**src/rtl/led_chaser_pkg.sv**
```systemverilog
// led_chaser_pkg
//   Shared types and helpers for the LED chaser.
//   - mode_t       : pattern mode encoding (2 bits; value 3 is never produced)
//   - DIR_LEFT/RIGHT: direction encoding for the dir flag (1 = toward MSB)
//   - next_mode()  : mode sequence ROTATE -> BOUNCE -> JOHNSON -> ROTATE
package led_chaser_pkg;

  typedef enum logic [1:0] {
    MODE_ROTATE  = 2'd0,
    MODE_BOUNCE  = 2'd1,
    MODE_JOHNSON = 2'd2
  } mode_t;

  localparam logic DIR_LEFT  = 1'b1;
  localparam logic DIR_RIGHT = 1'b0;

  function automatic mode_t next_mode(input mode_t m);
    case (m)
      MODE_ROTATE: return MODE_BOUNCE;
      MODE_BOUNCE: return MODE_JOHNSON;
      default:     return MODE_ROTATE;
    endcase
  endfunction

endpackage

```
**src/rtl/led_chaser_step_tick.sv**
```systemverilog
// step_tick
//   Prescaler producing a one-cycle tick every TICK_CNT enabled cycles.
//   Ports:
//     clk  in  system clock
//     rst  in  asynchronous active-high reset (counter to 0)
//     en   in  count enable; counter is held at 0 while low
//     clr  in  synchronous clear; restarts the period from 0
//     tick out high during the last cycle of a period while enabled
module step_tick #(
  parameter int TICK_CNT = 4,
  parameter int CW       = $clog2(TICK_CNT)
) (
  input  logic clk,
  input  logic rst,
  input  logic en,
  input  logic clr,
  output logic tick
);

  logic [CW-1:0] cnt_q;
  logic [CW-1:0] cnt_d;
  logic          last;

  assign last = (cnt_q == CW'(TICK_CNT - 1));
  assign tick = last && en;

  always_comb begin
    cnt_d = cnt_q + CW'(1);
    if (clr || !en || last) begin
      cnt_d = '0;
    end
  end

  always_ff @(posedge clk or posedge rst) begin
    if (rst) begin
      cnt_q <= '0;
    end else begin
      cnt_q <= cnt_d;
    end
  end

endmodule

```
**src/rtl/led_chaser.sv**
```systemverilog
// led_chaser
//   N-channel LED chaser stepping once per TICK_CNT cycles in rotate,
//   bounce or Johnson mode. Control comes from single-cycle key pulses.
//   Ports:
//     clk      in   system clock
//     rst      in   asynchronous active-high reset
//     run_p    in   pulse: toggle run/stop
//     left_p   in   pulse: direction left (toward MSB)
//     right_p  in   pulse: direction right (toward LSB); with left_p toggles
//     mode_p   in   pulse: advance mode and reload the start pattern
//     led      out  LED drive, 1 = on (registered)
//     running  out  stepping enabled (registered)
//     dir      out  1 = left, 0 = right (registered)
//     mode     out  current mode_t value (registered)
module led_chaser
  import led_chaser_pkg::*;
#(
  parameter int N_LED    = 4,
  parameter int TICK_CNT = 50_000_000,
  parameter int CW       = $clog2(TICK_CNT)
) (
  input  logic             clk,
  input  logic             rst,
  input  logic             run_p,
  input  logic             left_p,
  input  logic             right_p,
  input  logic             mode_p,
  output logic [N_LED-1:0] led,
  output logic             running,
  output logic             dir,
  output logic [1:0]       mode
);

  logic [N_LED-1:0] led_q, led_d;
  logic             running_q, running_d;
  logic             dir_q, dir_d;
  mode_t            mode_q, mode_d;

  logic tick;
  logic dir_user;
  logic bounce_flip;
  logic is_onehot;

  // Start pattern: single lit LED at the end we move away from, or all
  // dark for Johnson.
  function automatic logic [N_LED-1:0] start_pat(input mode_t m, input logic d);
    logic [N_LED-1:0] p;
    p = '0;
    if (m != MODE_JOHNSON) begin
      if (d == DIR_LEFT) p[0] = 1'b1;
      else               p[N_LED-1] = 1'b1;
    end
    return p;
  endfunction

  step_tick #(
    .TICK_CNT(TICK_CNT),
    .CW      (CW)
  ) u_step_tick (
    .clk (clk),
    .rst (rst),
    .en  (running_q),
    .clr (run_p | mode_p),
    .tick(tick)
  );

  assign is_onehot = (led_q != '0) && ((led_q & (led_q - 1'b1)) == '0);

  always_comb begin
    // Direction requested by the user this cycle (both pulses toggle).
    case ({left_p, right_p})
      2'b10:   dir_user = DIR_LEFT;
      2'b01:   dir_user = DIR_RIGHT;
      2'b11:   dir_user = ~dir_q;
      default: dir_user = dir_q;
    endcase

    running_d   = running_q ^ run_p;
    mode_d      = mode_p ? next_mode(mode_q) : mode_q;
    led_d       = led_q;
    bounce_flip = 1'b0;

    // Reload outranks a step; a run toggle in a tick cycle discards the step.
    // Steps use the registered direction so a pulse acts from the next tick.
    if (mode_p) begin
      led_d = start_pat(mode_d, dir_user);
    end else if (tick && !run_p) begin
      case (mode_q)
        MODE_ROTATE: begin
          if (!is_onehot)            led_d = start_pat(mode_q, dir_q);
          else if (dir_q == DIR_LEFT) led_d = {led_q[N_LED-2:0], led_q[N_LED-1]};
          else                       led_d = {led_q[0], led_q[N_LED-1:1]};
        end
        MODE_BOUNCE: begin
          if (!is_onehot) begin
            led_d = start_pat(mode_q, dir_q);
          end else if (dir_q == DIR_LEFT) begin
            if (led_q[N_LED-1]) begin
              bounce_flip = 1'b1;
              led_d       = led_q >> 1;
            end else begin
              led_d = led_q << 1;
            end
          end else begin
            if (led_q[0]) begin
              bounce_flip = 1'b1;
              led_d       = led_q << 1;
            end else begin
              led_d = led_q >> 1;
            end
          end
        end
        MODE_JOHNSON: begin
          if (dir_q == DIR_LEFT) led_d = {led_q[N_LED-2:0], ~led_q[N_LED-1]};
          else                   led_d = {~led_q[0], led_q[N_LED-1:1]};
        end
        default: led_d = led_q;
      endcase
    end

    // A user pulse wins over the automatic bounce reversal.
    if (left_p || right_p) dir_d = dir_user;
    else if (bounce_flip)  dir_d = ~dir_q;
    else                   dir_d = dir_q;
  end

  always_ff @(posedge clk or posedge rst) begin
    if (rst) begin
      led_q     <= N_LED'(1);
      running_q <= 1'b1;
      dir_q     <= DIR_LEFT;
      mode_q    <= MODE_ROTATE;
    end else begin
      led_q     <= led_d;
      running_q <= running_d;
      dir_q     <= dir_d;
      mode_q    <= mode_d;
    end
  end

  assign led     = led_q;
  assign running = running_q;
  assign dir     = dir_q;
  assign mode    = mode_q;

endmodule

```
**config.mk**
```make
export PLATFORM = sky130hd
export DESIGN_NAME = led_chaser
export DESIGN_NICKNAME = d
export VERILOG_FILES = /design/src/rtl/led_chaser_pkg.sv /design/src/rtl/led_chaser_step_tick.sv /design/src/rtl/led_chaser.sv
export SDC_FILE = /design/constraint.sdc
export NUM_CORES = 1
export LEC_CHECK = 0
export CORE_AREA = 8 8 69 71
export CTS_CLUSTER_DIAMETER = 150
export DETAILED_ROUTE_END_ITERATION = 8
export DIE_AREA = 0 0 77 79
export PLACE_DENSITY = 0.76
export REMOVE_ABC_BUFFERS = 1
export SETUP_SLACK_MARGIN = 0.05
export SLEW_MARGIN = 40
export SYNTH_ARGS = -nofsm -noshare
export SYNTH_HDL_FRONTEND = slang
export SYNTH_SLANG_ARGS = --single-unit
export TNS_END_PERCENT = 1
```
**constraint.sdc**
```tcl
create_clock -name clk -period 2.7 [get_ports clk]
set_input_delay 0.54 -clock clk [delete_from_list [all_inputs] [get_ports clk]]
set_output_delay 0.54 -clock clk [all_outputs]
set_load 0.02 [all_outputs]
```
**Word level (Yosys, flattened, before mapping)**

Cells that the tools add are included.

- Add/sub/neg operators: 2
- Eq/ne operators: 8
- Mux-type cells: 31
- Bitwise logic cells: 6
- Reduce and logical (&&, ||, !) cells: 15

Operators by type and width:

| operator | count |
|---|---|
| $mux 4 | 9 |
| $add 26x1->26 const B | 1 |
| $eq 26x26->1 const B | 1 |
| $mux 26 | 1 |
| $mux 1 | 17 |
| $pmux 4 s3 | 1 |
| $reduce_bool 4->1 | 2 |
| $eq 2x2->1 const B | 3 |
| $and 4x4->4 | 1 |
| $eq 2x1->1 const B | 2 |
| $logic_not 4->1 | 1 |
| $ne 2x2->1 const B | 2 |
| $pmux 2 s2 | 1 |
| $reduce_bool 2->1 | 2 |
| $sub 4x1->4 const B | 1 |
| $logic_and 1x1->1 | 3 |
| $logic_or 1x1->1 | 3 |
| $not 1->1 | 3 |
| $pmux 1 s3 | 1 |
| $logic_not 1->1 | 2 |
| $logic_not 2->1 | 1 |
| $mux 2 | 1 |
| $reduce_and 2->1 | 1 |
| $or 1x1->1 | 1 |
| $xor 1x1->1 | 1 |

- Flip-flop bits (word level): 34
- Input bits: 6
- Output and inout port bits: 8
- Word-level logic and storage cells: 67

**Depth between registers and ports, before layout**

Gate-level depths: netlist (run 1).

- Word-level depth: 10
- Gate-level depth with buffers: 8
- Mapped depth without buffers: 7

**By module**

A second synthesis (run 1) with hierarchy kept.

- Cells, all modules: 267
- Area, all modules: 2,314.7 um^2

Modules (own cells, without submodules):

| module | times used | cells an instance | area each (um^2) | seq. area each (um^2) |
|---|---|---|---|---|
| step_tick | 1 | 158 | 1,446.4 | 650.6 |
| led_chaser | 1 | 109 | 868.3 | 203.9 |

**Least setup slack after synthesis (run 1)**

OpenSTA, ideal clock, no wires.

- Path type: register to register
- Start: register u_step_tick.cnt_q[0]
- End: register dir_q, in the netlist dir
- Library setup time: 64 ps
- Data arrival time: 1,983 ps
- Data required time: 2,636 ps
- Setup slack: 654 ps
- Stages on the path, launching flop included: 7
- Buffers on the path: 0
- Clock period less this slack: 2,046 ps
- Path through: dfrtp_1 > ha_1 > and4_1 > nand3_1 > or4_4 > or4_1 > nand3_1

- Longest elaborated chain between the ends: 6

RTL lines:

| element | line | RTL |
|---|---|---|
| from (decl) | led_chaser_step_tick.sv:20 | `logic [CW-1:0] cnt_q;` |
| from (signal assigned) | led_chaser_step_tick.sv:38 | `cnt_q <= cnt_d;` |
| $eq 26x26->1 | led_chaser_step_tick.sv:24 | `assign last = (cnt_q == CW'(TICK_CNT - 1));` |
| $logic_and 1x1->1 | led_chaser_step_tick.sv:25 | `assign tick = last && en;` |
| $logic_and 1x1->1 | led_chaser.sv:87 | `end else if (tick && !run_p) begin` |
| $mux 1 | led_chaser.sv:87 |  |
| $mux 1 | led_chaser.sv:85 | `if (mode_p) begin` |
| $reduce_bool 2->1 (no line) | - |  |
| to (signal assigned) | led_chaser.sv:136 | `dir_q <= dir_d;` |
| to (decl) | led_chaser.sv:36 | `logic dir_q, dir_d;` |

No other way between the ends.
A chain may end at the register's enable or synchronous reset.

**Worst setup path in the final report (run 1)**

Ends and elaborated chain as after synthesis.

==> impl_metrics.json, run 1 <==
{
  "status": "finished, final reports clean",
  "tritoncts": "yes",
  "dr.first_iter.drc_count": 58,
  "netlist.area_leader.share": 0.383,
  "vdd_drop_max_uv": 491,
  "seq_area_frac_synth": 0.422,
  "path_class": "reg -> reg",
  "core_area_sq_mm": 0.00380,
  "p_comb_frac": 0.300,
  "io_pins": 14,
  "p_seq_frac": 0.420,
  "cp.arrival_ps": 2410,
  "netlist_area_sq_mm": 0.00202,
  "mostFrequentLayoutCell": "nor2_1",
  "io_buffer_count": 13,
  "power_leakage_nw": 0.917,
  "synth.distinct_cells": 47,
  "power_switching_w": 0.000460,
  "maxCapViolCount": 0,
  "wl_per_cell_um": 13.7,
  "ctsResizeCount": 0,
  "overflow": 0,
  "layout_min_cycle_time_ps": 2180,
  "rsz0062_at_grt": "false",
  "end_kind": "flop",
  "syn_avg_cell_area_sq_um": 8.99,
  "wirelength_um": 4020,
  "max_freq_ghz": 0.458,
  "power.share.clock": 0.279,
  "ant_nets": 0,
  "drive_above_1_share": 0.102,
  "skew_ps": 3.64,
  "fin_nets": 253,
  "power_w": 0.00138,
  "syn-instance-count": 225,
  "placed_cells": 286,
  "required_ps": 2930,
  "cp_max_fo": 5,
  "areaGrowthSynthToFinish_pct": 14.7,
  "clock_latency_ps": 290,
  "clock-root-buffer": "clkbuf_8",
  "hold_buffers": 0,
  "gp_congestion": 0.829,
  "die_x_um": 77,
  "final_max_slew_viol_count": 0,
  "via_count": 1639,
  "tns_ps": 0,
  "die_y_um": 79,
  "final_util": 0.611,
  "internal_power_w": 0.000924,
  "die-area_sq_mm": 0.00608,
  "slew_headroom": 0.541,
  "grt_pass1_wl_um": 6900,
  "hpwl_um": 2860,
  "synth_edf_count": 0,
  "yosys_register_bits": 34,
  "row_count": 23,
  "clk_pin_slew_ps": 70,
  "layoutNonFillerInstCount": 294,
  "numClockSinks": 34,
  "dr.pass1.iters": 4,
  "crit_path_start_kind": "flop",
  "viasPerCell": 5.57,
  "powerDensity_mw_per_mm2": 596,
  "htreeDepth": 2,
  "post-cts-setup-buffer-count": 0,
  "tightest_slew_ps": 683,
  "diodes": 0,
  "n_fill_cell": 331,
  "antenna_found_initial": 0,
  "layout_common_cells": "nor2_1 (36), dfrtp_1 (31), xor2_1 (21), nand2_1 (17), nand3_1 (16)",
  "hp-class": "reg -> reg",
  "track_usage": 0.137,
  "synthArstFlopShare": 1.00,
  "yosys-top-cells-area": "dfrtp_1 (38%), xor2_1 (9.1%), nor2_1 (6.7%)",
  "clk_path_buf_depth": 2,
  "yosysWarnings": 0,
  "synth_top_area_cell": "dfrtp_1",
  "grt_pass1_vias": 1527,
  "p_sw_frac": 0.332,
  "fin_crit_sh": 0.808,
  "yosys_most_used_dff": "dfrtp_1",
  "grt_max_degree": 35,
  "setup_viol": 0,
  "floorplan.initialDensity": 0.533,
  "drcViolationCount": 0,
  "final_hold_viol_count": 0,
  "cts_buffers": 5
}
cells in the mapped netlist, types with 2 or more instances:
cell type	n
nor2_1	36
dfrtp_1	31
xor2_1	21
nand2_1	17
nand3_1	16
o21ai_0	8
inv_1	7
nand4_1	7
clkbuf_1	5
nor2b_1	5
nor4_1	5
xnor2_1	5
and3_1	4
ha_1	4
a31oi_1	3
and4_1	3
dfstp_2	3
nor3_1	3
nor4b_1	3
a211oi_1	2
a21oi_1	2
and3_2	2
buf_2	2
mux2_2	2
nand2b_1	2
o211ai_1	2
o31ai_1	2
o41ai_1	2
or2_2	2
or4_1	2
area by class of cell:
class	count	area [sq um]	area share
Tap cell	50	62.6	0.0270
Timing Repair Buffer	18	168	0.0722
Inverter	7	26.3	0.0113
Multi-Input combinational cell	177	1110	0.480
Sequential cell	34	855	0.368
Clock inverter	2	12.5	0.00539
Clock buffer	6	82.6	0.0356
worst max-delay path: stages (launching register included):
cell	delay [ps]
dfrtp_1	390
ha_1	240
and4_1	260
nand3_1	110
or4_4	550
or4_1	480
nand3_1	90
metrics by stage:
| stage | setup slack [ps] | cell area [sq um] | hold WS [ps] |
|---|---|---|---|
| finish | 518 | 2320 | 497 |
| global route | 380 | 2320 | 522 |
| CTS | 505 | 2320 | 502 |
| detailed placement | 518 | 2220 | 489 |
| global placement | 555 | 2220 | 469 |
| floorplan | 597 | 1990 | 455 |
flip-flops by register name, indices dropped and copies added, names as in the netlist:
signal and count:
running 1, u_step_tick.cnt_q 26, mode 2, led 4
dir 1
final timing paths:
check	to	slack (ps)	startpoint	depth (start not counted)
max	dir	520	u_step_tick.cnt_q[0]	6
max in group asynchronous	led[0]	1730	rst	3
min in group asynchronous	u_step_tick.cnt_q[3]	640	rst	3
min	u_step_tick.cnt_q[0]	500	u_step_tick.cnt_q[0]	1
min reg2reg	u_step_tick.cnt_q[0]	500	u_step_tick.cnt_q[0]	1
max reg2reg	dir	520	u_step_tick.cnt_q[0]	6
logic make-up (layout without fill, tap and decap cells):
kind of cell / after synthesis / in the layout / share of synthesized area
muxes: 3 / 3 / 0.0161
xor gates and xnor gates: 26 / 26 / 0.113
and+or+nand+nor: 115 / 115 / 0.299
DFF: 34 / 34 / 0.422
adders and majority gates: 4 / 4 / 0.0247
buffers and inverters: 14 / 33 / 0.0272
AOI/OAI and AO/OA: 29 / 29 / 0.0983
power by group through the flow:
stage	Clock [W]	Sequential [W]	Combinational [W]
4_1_cts	0.000402	0.000582	0.000417
2_1_floorplan	0	0.000617	0.000249
3_3_place_gp	0	0.000590	0.000418
5_1_grt	0.000425	0.000589	0.000457
3_5_place_dp	0	0.000591	0.000414
6_report	0.000387	0.000582	0.000416
routing by layer:
metal,up-vias,global-route usage,part of all wire
met4,0,0.0509,0.017
met5,-,0,0
met1,773,0.176,0.49
li1,839,-,-
met2,19,0.215,0.46
met3,8,0.0395,0.035
(Power assumes the default switching activity.)
==> inputs of run 2 (changes only) <==
- clock period: 2.7 -> 2.2 ns (I/O delays scaled with it)
==> impl_metrics.json, run 2 (synthesized netlist as in run 1, its figures left out) <==
{
  "core_area_sq_mm": 0.00380,
  "vdd_drop_max_uv": 433,
  "overflow": 0,
  "drcViolationCount": 0,
  "crit_path_start_kind": "flop",
  "maxCapViolCount": 0,
  "layout_setup_ws_ps": 129,
  "track_usage": 0.151,
  "via_count": 1750,
  "post-place-ws_ps": 96.7,
  "tns_ps": 0,
  "wl_per_cell_um": 14.6,
  "regMostFlops": "u_step_tick.cnt_q",
  "floorplan.initialDensity": 0.533,
  "layout_min_cycle_time_ps": 2070,
  "p_comb_frac": 0.309,
  "rsz0062_at_grt": "false",
  "dr.first_iter.drc_count": 95,
  "cp.buffers_inverters": 1,
  "tritoncts": "yes",
  "mostFrequentLayoutCell": "nor2_1",
  "power_leakage_nw": 0.982,
  "clk_path_buf_depth": 2,
  "largest_reg_flops": 26,
  "hp-class": "reg -> reg",
  "numClockSinks": 34,
  "internal_power_w": 0.00115,
  "die_x_um": 77,
  "gp_congestion": 0.858,
  "fin_crit_sh": 0.941,
  "cts_buffers": 5,
  "final_hold_viol_count": 0,
  "cpPeakStageDelay_ps": 690,
  "max_freq_ghz": 0.483,
  "end_kind": "primary output",
  "slew_headroom": 0.673,
  "skew_ps": 4.78,
  "dr.pass1.iters": 4,
  "required_ps": 1760,
  "row_count": 23,
  "setup_viol": 0,
  "grt_pass1_vias": 1628,
  "fin_hold_ws_ps": 525,
  "crit_path_cell_trace": "clkdlybuf4s50_1",
  "path_class": "reg -> out",
  "grt_max_degree": 35,
  "clk_pin_slew_ps": 70,
  "n_fill_cell": 324,
  "status": "finished, final reports clean",
  "io_buffer_count": 13,
  "p_seq_frac": 0.417,
  "viasPerCell": 5.74,
  "layout_common_cells": "nor2_1 (36), dfrtp_1 (30), xor2_1 (21), nand2_1 (17), nand3_1 (16)",
  "power.share.clock": 0.274,
  "hpwl_um": 3060,
  "io_pins": 14,
  "powerDensity_mw_per_mm2": 711,
  "grt_pass1_wl_um": 7620,
  "die_y_um": 79,
  "antenna_found_initial": 0,
  "crit_path_top_delay_cell": "dfstp_2",
  "die-area_sq_mm": 0.00608,
  "htreeDepth": 2,
  "hold_buffers": 0,
  "fin_nets": 264,
  "clock-root-buffer": "clkbuf_8",
  "final_util": 0.636,
  "cp_top_family": "flip-flops",
  "diodes": 0,
  "areaGrowthSynthToFinish_pct": 19.4,
  "tightest_slew_ps": 483,
  "p_sw_frac": 0.329,
  "drive_above_1_share": 0.145,
  "power_switching_w": 0.000565,
  "ant_nets": 0,
  "final_max_slew_viol_count": 0,
  "clock_latency_ps": 280,
  "cp_max_fo": 17,
  "cp.arrival_ps": 1630,
  "wirelength_um": 4460
}
==> run 2: changes by cell type in the layout (fill, tap and decap cells not counted), sizes merged <==
cell,change
buf,+11
clkbuf,+1
clkinvlp,-1
==> run 2: layout make-up <==
class / instances / area [sq um] / share of cell area
Multi-Input combinational cell: 177 / 1120 / 0.462
Sequential cell: 34 / 856 / 0.354
Timing Repair Buffer: 29 / 263 / 0.109
Clock buffer: 7 / 86.3 / 0.0358
Tap cell: 50 / 62.6 / 0.0259
Inverter: 7 / 26.3 / 0.0109
Clock inverter: 1 / 5.00 / 0.00207
==> run 2: path summary, 6_finish.rpt <==
path	start	end	slack, ps	cells after the start
setup / recovery	dir	dir	130	1
hold / removal	running	running	520	1
setup reg to reg	u_step_tick.cnt_q[1]	dir	150	6
hold reg to reg	running	running	520	1
max in group asynchronous	rst	dir	1320	3
min in group asynchronous	rst	mode[0]	550	3
==> run 2: worst register-to-register path, cell delays in order, from the launching register on <==
cell,delay (ps)
dfrtp_1,360
ha_1,170
and4_4,240
nand3_1,100
or4_4,560
or4_1,490
nand3_1,100
==> run 2: power by group through the flow <==
stage / clock network, W / logic (W) / registers, W
after floorplan: 0 / 0.000305 / 0.000758
after global placement: 0 / 0.000519 / 0.000726
after detailed placement: 0 / 0.000519 / 0.000729
after CTS: 0.000486 / 0.000522 / 0.000717
after global routing: 0.000515 / 0.000588 / 0.000722
final: 0.000471 / 0.000530 / 0.000716
==> run 2: timing repair <==
action	4_1_cts	5_1_grt
setup endpoints to repair	0	1
setup buffers	0	3
resized for setup	0	2
==> run 2: metrics by stage <==
step	power, W	instance area [sq um]	cells
2_1_floorplan	0.00106	1990	218
3_3_place_gp	0.00124	2300	294
3_5_place_dp	0.00125	2300	294
4_1_cts	0.00173	2390	302
5_1_grt	0.00182	2410	305
6_report	0.00172	2410	305
==> run 2: layer usage <==
metal	part of all wire	wire, um	track usage	vias to the layer above
met1	0.45	2020	0.191	840
met2	0.48	2140	0.240	45
met3	0.053	235	0.0440	7
li1	-	-	-	858
met5	0	0	0	-
met4	0.015	67	0.0547	0
==> inputs of run 3 (changes only) <==
- CELL_PAD_IN_SITES_DETAIL_PLACEMENT: unset -> 0
- CELL_PAD_IN_SITES_GLOBAL_PLACEMENT: unset -> 2
- CORE_AREA: 8 8 69 71 -> 8 8 84 86
- DIE_AREA: 0 0 77 79 -> 0 0 92 94
- PLACE_DENSITY: 0.76 -> unset
- PLACE_DENSITY_LB_ADDON: unset -> 0.1
==> impl_metrics.json, run 3 (synthesized netlist as in run 1, its figures left out) <==
{
  "status": "finished, final reports clean",
  "numClockSinks": 34,
  "clk_path_buf_depth": 2,
  "clk_pin_slew_ps": 70,
  "required_ps": 1760,
  "tns_ps": 0,
  "drcViolationCount": 0,
  "areaGrowthSynthToFinish_pct": 23.6,
  "largest_reg_flops": 26,
  "grt_pass1_wl_um": 8420,
  "powerDensity_mw_per_mm2": 702,
  "max_freq_ghz": 0.483,
  "regToRegSetupSlack_ps": 180,
  "vdd_drop_max_uv": 538,
  "floorplan.initialDensity": 0.352,
  "dr.pass1.iters": 4,
  "mostFrequentLayoutCell": "nor2_1",
  "row_count": 28,
  "gp_congestion": 0.833,
  "hp-class": "reg -> reg",
  "layout_common_cells": "nor2_1 (36), dfrtp_1 (31), xor2_1 (21), buf_4 (19), nand2_1 (17)",
  "post-place-ws_ps": 71.6,
  "end_kind": "primary output",
  "clock_latency_ps": 300,
  "dr.first_iter.drc_count": 56,
  "wirelength_um": 4900,
  "cp_top_family": "flip-flops",
  "ant_nets": 0,
  "wl_per_cell_um": 14.7,
  "crit_path_cell_trace": "clkdlybuf4s50_1",
  "layout_min_cycle_time_ps": 2070,
  "layout_setup_ws_ps": 131,
  "multiInputGateArea_sq_mm": 0.00114,
  "cpPeakStageDelay_ps": 680,
  "slew_headroom": 0.705,
  "regMostFlops": "u_step_tick.cnt_q",
  "maxCapViolCount": 0,
  "n_fill_cell": 595,
  "cts_buffers": 5,
  "final_max_slew_viol_count": 0,
  "via_count": 1767,
  "power_leakage_nw": 1.00,
  "cp-startpoint": "dir",
  "cp.buffers_inverters": 1,
  "crit_path_start_kind": "flop",
  "cp.arrival_ps": 1630,
  "rsz0062_at_grt": "false",
  "hpwl_um": 3610,
  "setup_viol": 0,
  "die-area_sq_mm": 0.00865,
  "path_class": "reg -> out",
  "skew_ps": 14.4,
  "overflow": 0,
  "fin_crit_sh": 0.941,
  "io_buffer_count": 13,
  "grt_pass1_vias": 1716,
  "clock-root-buffer": "clkbuf_8",
  "viasPerCell": 5.29,
  "tritoncts": "yes",
  "track_usage": 0.120,
  "r2r-start": "u_step_tick.cnt_q[12]",
  "r2r_end": "dir",
  "htreeDepth": 2,
  "cp_max_fo": 17,
  "final_hold_viol_count": 0,
  "diodes": 0,
  "regArea_sq_um": 855,
  "rr_worst_depth": 5,
  "crit_path_top_delay_cell": "dfstp_2",
  "grt_max_degree": 35,
  "min_path_cells": 1,
  "core_area_sq_mm": 0.00575,
  "antenna_found_initial": 0,
  "drive_above_1_share": 0.178,
  "whs_endpoint": "u_step_tick.cnt_q[0]",
  "hp-start": "u_step_tick.cnt_q[0]",
  "fin_nets": 268,
  "tightest_slew_ps": 442,
  "die_y_um": 94,
  "io_pins": 14,
  "die_x_um": 92
}
[run 3: power by group]
| group | leakage, nW | internal (W) | switching (W) | total (W) |
|---|---|---|---|---|
| combinational | 0.497 | 0.000252 | 0.000320 | 0.000572 |
| sequential | 0.460 | 0.000670 | 0.0000480 | 0.000718 |
| clock | 0.0441 | 0.000222 | 0.000243 | 0.000465 |
| total | 1.00 | 0.00114 | 0.000611 | 0.00176 |
[run 3: worst max path at each step]
stage / end / slack (ps) / cells past startpoint
after detailed placement: dir / 70 / 6
after CTS: dir / 60 / 6
final: dir / 130 / 1
after global routing: dir / 70 / 1
after floorplan: led[2] / 100 / 6
after global placement: dir / 120 / 6
[run 3: routing by layer]
layer,vias up,track usage,part of all wire
li1,873,-,-
met1,853,0.156,0.49
met2,36,0.190,0.46
met3,5,0.0312,0.043
met4,0,0.0362,0.010
met5,-,0,0
[run 3: layout make-up]
class                      instances  area share
clock buffer                       5      0.0275
clock inverter                     3     0.00851
inverter                           7      0.0105
multi-input combinational        177       0.457
sequential                        34       0.342
tap                               75      0.0375
timing repair buffer              33       0.117
[run 3: what timing repair did]
item / 4_1_cts / 5_1_grt
hold buffers: 0 / 0
gates resized for setup: 0 / 6
setup endpoints to repair: 0 / 2
setup buffers: 0 / 0
[run 3: per-stage QoR]
step / instances / util / hold slack, ps / instance area [sq um] / total power, W
2_1_floorplan: 218 / - / 455 / 1990 / 0.00106
3_3_place_gp: 326 / 0.414 / 468 / 2380 / 0.00129
3_5_place_dp: 326 / 0.414 / 480 / 2380 / 0.00130
4_1_cts: 334 / 0.430 / 492 / 2470 / 0.00177
5_1_grt: 334 / 0.435 / 530 / 2500 / 0.00187
6_report: 334 / 0.435 / 490 / 2500 / 0.00176
